`src/rtl/decoder_pkg.sv`:
```
// rtl/decoder_pkg.sv - shared mode and state types for the sequenced N-to-2^N decoder
package decoder_pkg;

    typedef enum logic [1:0] {
        MODE_DIRECT = 2'd0,
        MODE_SCAN   = 2'd1,
        MODE_PULSE  = 2'd2,
        MODE_RSVD   = 2'd3
    } mode_e;

    typedef enum logic [1:0] {
        ST_IDLE  = 2'd0,
        ST_SCAN  = 2'd1,
        ST_PULSE = 2'd2
    } state_e;

endpackage

```
`src/rtl/dec_onehot.sv`:
```
// rtl/dec_onehot.sv - combinational SEL_W to 2^SEL_W one-hot decode
module dec_onehot #(
    parameter int SEL_W = 2
) (
    input  logic [SEL_W-1:0]      sel,
    output logic [(1<<SEL_W)-1:0] onehot
);

    always_comb begin
        onehot      = '0;
        onehot[sel] = 1'b1;
    end

endmodule

```
`src/rtl/decoder_nto2n_seq.sv`:
```
// rtl/decoder_nto2n_seq.sv - registered one-hot decoder with direct, scan and pulse modes
// Define DECODER_ACT_LOW_EN for an active-low out bus (idle = all ones).
module decoder_nto2n_seq
    import decoder_pkg::*;
#(
    parameter int SEL_W     = 2,
    parameter int STEP_DIV  = 4,
    parameter int PULSE_LEN = 3
) (
    input  logic                  clk,
    input  logic                  rst,
    input  logic                  en,
    input  logic [1:0]            mode,
    input  logic [SEL_W-1:0]      in,
    input  logic                  start,
    output logic [(1<<SEL_W)-1:0] out,
    output logic                  busy,
    output logic                  done
);

    localparam int OUT_W   = 1 << SEL_W;
    localparam int STEP_W  = $clog2(STEP_DIV + 1);
    localparam int PCNT_W  = $clog2(PULSE_LEN + 1);
    localparam logic [STEP_W-1:0] STEP_LAST = STEP_W'(STEP_DIV - 1);
    localparam logic [PCNT_W-1:0] PCNT_LAST = PCNT_W'(PULSE_LEN);

    state_e              state, state_nxt;
    logic [SEL_W-1:0]    idx, idx_nxt;
    logic [STEP_W-1:0]   step, step_nxt;
    logic [PCNT_W-1:0]   pcnt, pcnt_nxt;
    logic                on_nxt;
    logic                done_nxt;
    logic                done_q;
    logic [OUT_W-1:0]    onehot;
    logic [OUT_W-1:0]    out_q;

    // idx_nxt is always the index the output register will show next cycle,
    // so a single decoder serves every mode.
    dec_onehot #(.SEL_W(SEL_W)) u_dec (
        .sel    (idx_nxt),
        .onehot (onehot)
    );

    always_comb begin
        state_nxt = state;
        idx_nxt   = idx;
        step_nxt  = step;
        pcnt_nxt  = pcnt;
        on_nxt    = 1'b0;
        done_nxt  = 1'b0;
        if (!en) begin
            state_nxt = ST_IDLE;
            step_nxt  = '0;
            pcnt_nxt  = '0;
        end else begin
            case (state)
                ST_IDLE: begin
                    case (mode_e'(mode))
                        MODE_SCAN: begin
                            if (start) begin
                                state_nxt = ST_SCAN;
                                idx_nxt   = in;
                                step_nxt  = '0;
                                on_nxt    = 1'b1;
                            end
                        end
                        MODE_PULSE: begin
                            if (start) begin
                                state_nxt = ST_PULSE;
                                idx_nxt   = in;
                                pcnt_nxt  = PCNT_W'(1);
                                on_nxt    = 1'b1;
                            end
                        end
                        default: begin
                            idx_nxt = in;
                            on_nxt  = 1'b1;
                        end
                    endcase
                end
                ST_SCAN: begin
                    if (start) begin
                        state_nxt = ST_IDLE;
                        step_nxt  = '0;
                    end else begin
                        on_nxt = 1'b1;
                        if (step == STEP_LAST) begin
                            step_nxt = '0;
                            idx_nxt  = idx + SEL_W'(1);
                        end else begin
                            step_nxt = step + STEP_W'(1);
                        end
                    end
                end
                ST_PULSE: begin
                    // pcnt counts asserted cycles, starting at 1 on the entry cycle
                    if (pcnt == PCNT_LAST) begin
                        state_nxt = ST_IDLE;
                        pcnt_nxt  = '0;
                        done_nxt  = 1'b1;
                    end else begin
                        pcnt_nxt = pcnt + PCNT_W'(1);
                        on_nxt   = 1'b1;
                    end
                end
                default: begin
                    state_nxt = ST_IDLE;
                end
            endcase
        end
    end

    always_ff @(posedge clk) begin
        if (rst) begin
            state  <= ST_IDLE;
            idx    <= '0;
            step   <= '0;
            pcnt   <= '0;
            out_q  <= '0;
            done_q <= 1'b0;
        end else begin
            state  <= state_nxt;
            idx    <= idx_nxt;
            step   <= step_nxt;
            pcnt   <= pcnt_nxt;
            out_q  <= on_nxt ? onehot : '0;
            done_q <= done_nxt;
        end
    end

    assign busy = (state != ST_IDLE);
    assign done = done_q;

`ifdef DECODER_ACT_LOW_EN
    assign out = ~out_q;
`else
    assign out = out_q;
`endif

endmodule
```
`config.mk`:
```
export PLATFORM = sky130hd
export DESIGN_NAME = decoder_nto2n_seq
export DESIGN_NICKNAME = d
export VERILOG_FILES = /design/src/rtl/decoder_pkg.sv /design/src/rtl/dec_onehot.sv /design/src/rtl/decoder_nto2n_seq.sv
export SDC_FILE = /design/constraint.sdc
export NUM_CORES = 1
export LEC_CHECK = 0
export ABC_AREA = 1
export CAP_MARGIN = 25
export CORE_MARGIN = 3
export CORE_UTILIZATION = 35
export CTS_CLUSTER_DIAMETER = 80
export DETAILED_ROUTE_END_ITERATION = 12
export GPL_TIMING_DRIVEN = 1
export HOLD_SLACK_MARGIN = 0.02
export MAX_ROUTING_LAYER = met4
export PLACE_DENSITY = 0.53
export SLEW_MARGIN = 30
export SYNTH_ARGS = -nofsm -noshare
export SYNTH_HDL_FRONTEND = slang
export SYNTH_HIERARCHICAL = 1
export SYNTH_SLANG_ARGS = --single-unit
```
`constraint.sdc`:
```
create_clock -name clk -period 1.7 [get_ports clk]
set_clock_uncertainty 0.2 [all_clocks]
set_input_delay 0.34 -clock clk [delete_from_list [all_inputs] [get_ports clk]]
set_output_delay 0.34 -clock clk [all_outputs]
set_load 0.01 [all_outputs]
```
Yosys cells after proc, flatten, opt, wreduce, memory -nomap -nowiden
Cells that the tools add are included.

operators by class
  add/subtract/negate cells = 3
  $lt $le $gt $ge = 2
  equality and inequality tests = 14
  mux-type cells = 29
  bitwise logic cells = 3
  reduce and logical (&&, ||, !) cells = 12

operator list
  kind                                                                          number
  2-bit two-way mux                                                             11
  3-bit two-way mux                                                             4
  2-bit one-hot mux with 2 select lines                                         3
  1-bit two-way mux                                                             7
  2-bit equality test, second input constant                                    3
  2-bit inequality test, second input constant                                  3
  3-bit inequality test, second input constant                                  2
  2-bit one-hot mux with 3 select lines                                         1
  3-bit one-hot mux with 2 select lines                                         1
  3-bit AND reduction                                                           2
  2-bit nonzero test                                                            3
  2-bit OR reduction                                                            3
  5-bit AND reduction                                                           1
  2-bit by 1-bit adder with 2-bit output, second input constant                 2
  2-bit by 1-bit equality test with 1-bit output, second input constant         2
  2-bit by 1-bit inequality test with 1-bit output, second input constant       2
  3-bit by 1-bit adder with 3-bit output, second input constant                 1
  3-bit by 2-bit equality test with 1-bit output, second input constant         1
  2-bit by 3-bit less-than comparator with 1-bit output, second input constant  1
  3-bit by 1-bit inequality test with 1-bit output, second input constant       1
  1-bit inverter                                                                3
  1-bit one-hot mux with 3 select lines                                         1
  3-bit OR reduction                                                            1
  1-bit demux with 2-bit select                                                 1
  3 further kinds                                                               3

storage, ports and cells
  register bits = 14
  logic and storage cells = 69

Logic depth before layout (Yosys ltp)
  depth in word-level cells = 9
  gate-level depth with buffers = 14
  gate-level depth less buffers = 14

Hierarchy
Netlist, hierarchy kept.

modules (own cells, without submodules)
  module             times used  cells an instance  area each (µm²)  sequential area each (µm²)
  decoder_nto2n_seq  1           108                742.0            280.3
  dec_onehot         1           7                  26.3             0.0

Least setup slack after synthesis
No wires, ideal clock.

  path kind = input to register
  start point = input port mode[0]
  end point = register out_q[3], in the netlist out[3]
  library setup time = 0.122 ns
  data arrival time = 1.327 ns
  data required time = 1.378 ns
  setup slack = 0.051 ns
  stages = 14
  path buffers = 0
  path through = inv_1 -> ha_1 -> nor2_2 -> nor2_1 -> nand2_1 -> nand2_1 -> nor2_1 -> nand2_1 -> nand2_1 -> inv_1 -> nand2_1 -> inv_1 -> inv_1 -> nor2_1

between the ends
  cells in the longest elaborated chain, start to end = 9

RTL lines
  what                                                                                                                                                         RTL line                  text
  start: declaration                                                                                                                                           decoder_nto2n_seq.sv:13   input logic [1:0] mode,
  2-bit equality test or 2-bit by 1-bit equality test with 1-bit output (tied branches)                                                                        decoder_nto2n_seq.sv:58   case (mode_e'(mode))
  2-bit OR reduction (no line) (*)                                                                                                                             --
  2-bit two-way mux (*)                                                                                                                                        --
  2-bit one-hot mux with 2 select lines (*)                                                                                                                    decoder_nto2n_seq.sv:56   case (state)
  2-bit two-way mux (*)                                                                                                                                        decoder_nto2n_seq.sv:51   if (!en) begin
  named net idx_nxt[0]                                                                                                                                         decoder_nto2n_seq.sv:28   logic [SEL_W-1:0] idx, idx_nxt;
  2-bit by 3-bit less-than comparator with 1-bit output (implied by the code) or 2-bit by 1-bit greater-or-equal comparator with 1-bit output (tied branches)  dec_onehot.sv:11          onehot[sel] = 1'b1;
  1-bit logical AND (implied by the code)                                                                                                                      dec_onehot.sv:11
  1-bit two-way mux (implied by the code)                                                                                                                      dec_onehot.sv:11
  1-bit demux with 2-bit select (*)                                                                                                                            --
  named net onehot[3]                                                                                                                                          decoder_nto2n_seq.sv:34   logic [OUT_W-1:0] onehot;
  end signal: assignment                                                                                                                                       decoder_nto2n_seq.sv:126  out_q <= on_nxt ? onehot : '0;
  end: declaration                                                                                                                                             decoder_nto2n_seq.sv:35   logic [OUT_W-1:0] out_q;

Mark *: on every way through the listed nets, which the timed path passes. The rest lies on a longest branch.
A chain may end at the register's enable or synchronous reset.

Worst setup path after layout
  start point = register out_q[3], in the netlist out[3]
  end point = output port out[3]

RTL lines
  what              RTL line                 text
  end: declaration  decoder_nto2n_seq.sv:16  output logic [(1<<SEL_W)-1:0] out,

No word-level cell between the ends.

==> flow_summary.ini <==
[status]
outcome = complete, no violations

[timing]
fmaxAchievable_mhz = 601
setup_violations = 0
setup_slack_ns = 0.0349
rsz0062_at_grt = no
hold_viol = 0
layout_min_cycle_time_ns = 1.67
finalMaxSlewViolations = 0
period_share = 0.979
relSlewSlack = 0.862
worst_pin_slew_ns = 0.207

[power_and_ir_drop]
power.density_nw_per_um2 = 637
vdd_drop_max_uv = 345
leakage_nw = 0.546

[grt]
grt_max_degree = 8
grt_pass1_wl_um = 2800
antenna_found_initial = 0
overflow = 0
grt.total_usage = 0.142
first_global_vias = 687

[job]
max_cap_viol_count = 0

[critical_path]
r2r_cells = 13
cp_num_buf_inv = 1
crit_required_ns = 1.16
reg2reg_slack_ns = 0.14
worst_setup_path_start_kind = register
cp_max_fo = 1
path_class = reg -> out
crit_chain = clkdlybuf4s50_1
r2r-end = out[2]
slowest_stage = clkdlybuf4s50_1
max_stage_delay_ns = 0.54
cp_top_family = buffers and inverters
crit_arrival_ns = 1.13
cp-end-kind = primary output
reg2reg_from = step[1]

[clock_network]
cts_buffer_depth = 2
clk_latency_ns = 0.27
numCtsBuffers = 3
cts_sinks = 14
hold_buffers = 0
cts.clk_slew.worst_paths_ns = 0.08
cts_tree = built
root_buffer = clkbuf_4
h-tree-depth = 1

[detailed_routing]
drc = 0
via_count = 760
via_per_inst = 4.39
first_iter_violations = 9
routed_wl_um = 1760
antenna_left = 0
wl_per_cell_um = 10.2
dr.pass1.iters = 4

[floorplan]
die_w_um = 52.9
io_pins = 14
core_area_um2 = 2020
die_h_um = 52.9
dieArea_um2 = 2790
start_util = 0.380
row_count = 16

[synth]
ys_seq_area_frac = 0.365
ys_ff_latch = 14
syn-instance-count = 115
avgSynthCellArea_um2 = 6.68
synth_nets = 127
yosys_warnings = 6
syn_area_um2 = 768
ys_types = 18

[placed_design]
hpwlAfterDp_um = 1390
gp_congestion = 0.797
portBuffers = 13
preCtsSetupSlack_ns = -0.605

[hold_path]
min_from = en
hold_depth = 3
holdPathEnd = idx[1]
hold_class = in -> reg

[finish]
antenna_cells = 0
drive_gt1_frac = 0.342
finalNetCount = 160
area_delta_synth_final_pct = 46.4
final_util = 0.556
-- cells in the mapped netlist (all sizes together) --
cell	instances	area, um^2
o211a	1	10.0
ha	4	50.1
nor2	27	116
inv	22	82.6
a21oi	7	38.8
nor3	1	16.3
dfxtp	14	280
nand3	4	20.0
o21ai	4	20.0
nand2	30	128
nor4	1	6.26
-- sequential cells by signal, indices dropped and copies added, names as in the netlist --
register  count
out           4
step          3
idx           2
pcnt          2
state         2
done          1
-- layer usage --
metal  vias to the layer above  share of wire  global-route usage
met2                        10           0.45               0.217
met3                         2          0.054              0.0282
met1                       332           0.49               0.182
li1                        416              -                   -
met4                         0         0.0080              0.0638
met5                         -              0                   -
-- kinds of logic (layout without fill, tap and decap cells) --
| family | count (synthesis) | count (layout) | share of synthesized area |
|---|---|---|---|
| AOI/OAI and AO/OA | 12 | 12 | 0.0896 |
| DFF | 14 | 14 | 0.365 |
| and+or+nand+nor | 63 | 63 | 0.373 |
| buffers and inverters | 22 | 53 | 0.107 |
| adders and majority gates | 4 | 4 | 0.0651 |
-- how the worst max path moves through the flow --
stage / startpoint / endpoint / cells after the start
after floorplan: mode[0] / out[3] / 14
after global placement: mode[0] / out[2] / 14
after detailed placement: mode[0] / out[2] / 14
after CTS: step[0] / out[2] / 13
after global routing: out[0] / out[0] / 1
final: out[3] / out[3] / 1
-- metrics by stage --
stage	hold WS (ns)	TNS, ns	std cells	area (um^2)	total power, W
after floorplan	0.209	0	115	768	0.000443
after global placement	0.231	-3.56	166	1010	0.000510
after detailed placement	0.239	-3.87	166	1010	0.000511
after CTS	0.262	0	171	1070	0.000719
after global routing	0.221	0	173	1120	0.000761
final	0.210	0	173	1120	0.000716
-- cell type report --
class	instances	area, um^2
clock buffers	3	22.5
well taps	27	33.8
repair buffers	28	233
inverters	22	85.1
multi-input cells	79	468
fillers	210	897
flip-flops and latches	14	283
-- cell usage in the layout (no fill, tap or decap), types with 2 or more instances in the layout --
cell	synthesis	layout
nor2_4	1	3
clkbuf_4	0	3
nand2_2	3	7
o21ai_1	1	2
nand2_4	1	2
nor2_1	23	19
nand2_1	26	21
ha_1	4	2
clkbuf_2	0	2
clkdlybuf4s50_1	0	8
nor2_2	3	5
dfxtp_1	14	12
nand3_1	4	4
inv_1	19	15
buf_4	0	15
o21ai_0	3	2
inv_2	3	6
ha_4	0	2
dfxtp_2	0	2
a21oi_1	6	6
dlygate4sd2_1	0	2
-- worst register-to-register path, stage by stage (launching register included) --
cell	delay, ns
dfxtp_2	0.36
ha_4	0.13
inv_2	0.04
nor2_4	0.12
nand2_2	0.06
nand2_1	0.05
nand3_1	0.06
nand2_1	0.08
nand2_2	0.07
nand2_4	0.08
inv_1	0.05
nor2_2	0.09
inv_1	0.04
nor2_1	0.08
-- power by group --
| group | switching, W | internal [W] | leakage [nW] | total, W |
|---|---|---|---|---|
| Combinational | 0.0000993 | 0.0000847 | 0.418 | 0.000184 |
| Sequential | 0.00000581 | 0.000338 | 0.115 | 0.000344 |
| Clock | 0.000106 | 0.0000820 | 0.0138 | 0.000188 |
| Total | 0.000211 | 0.000505 | 0.546 | 0.000716 |
-- timing repair --
action / CTS / global route
setup buffers: 2 / 2
gates resized for setup: 13 / 19
setup endpoints to repair: 7 / 5
pin swaps: 8 / 12
(Power assumes the default switching activity.)
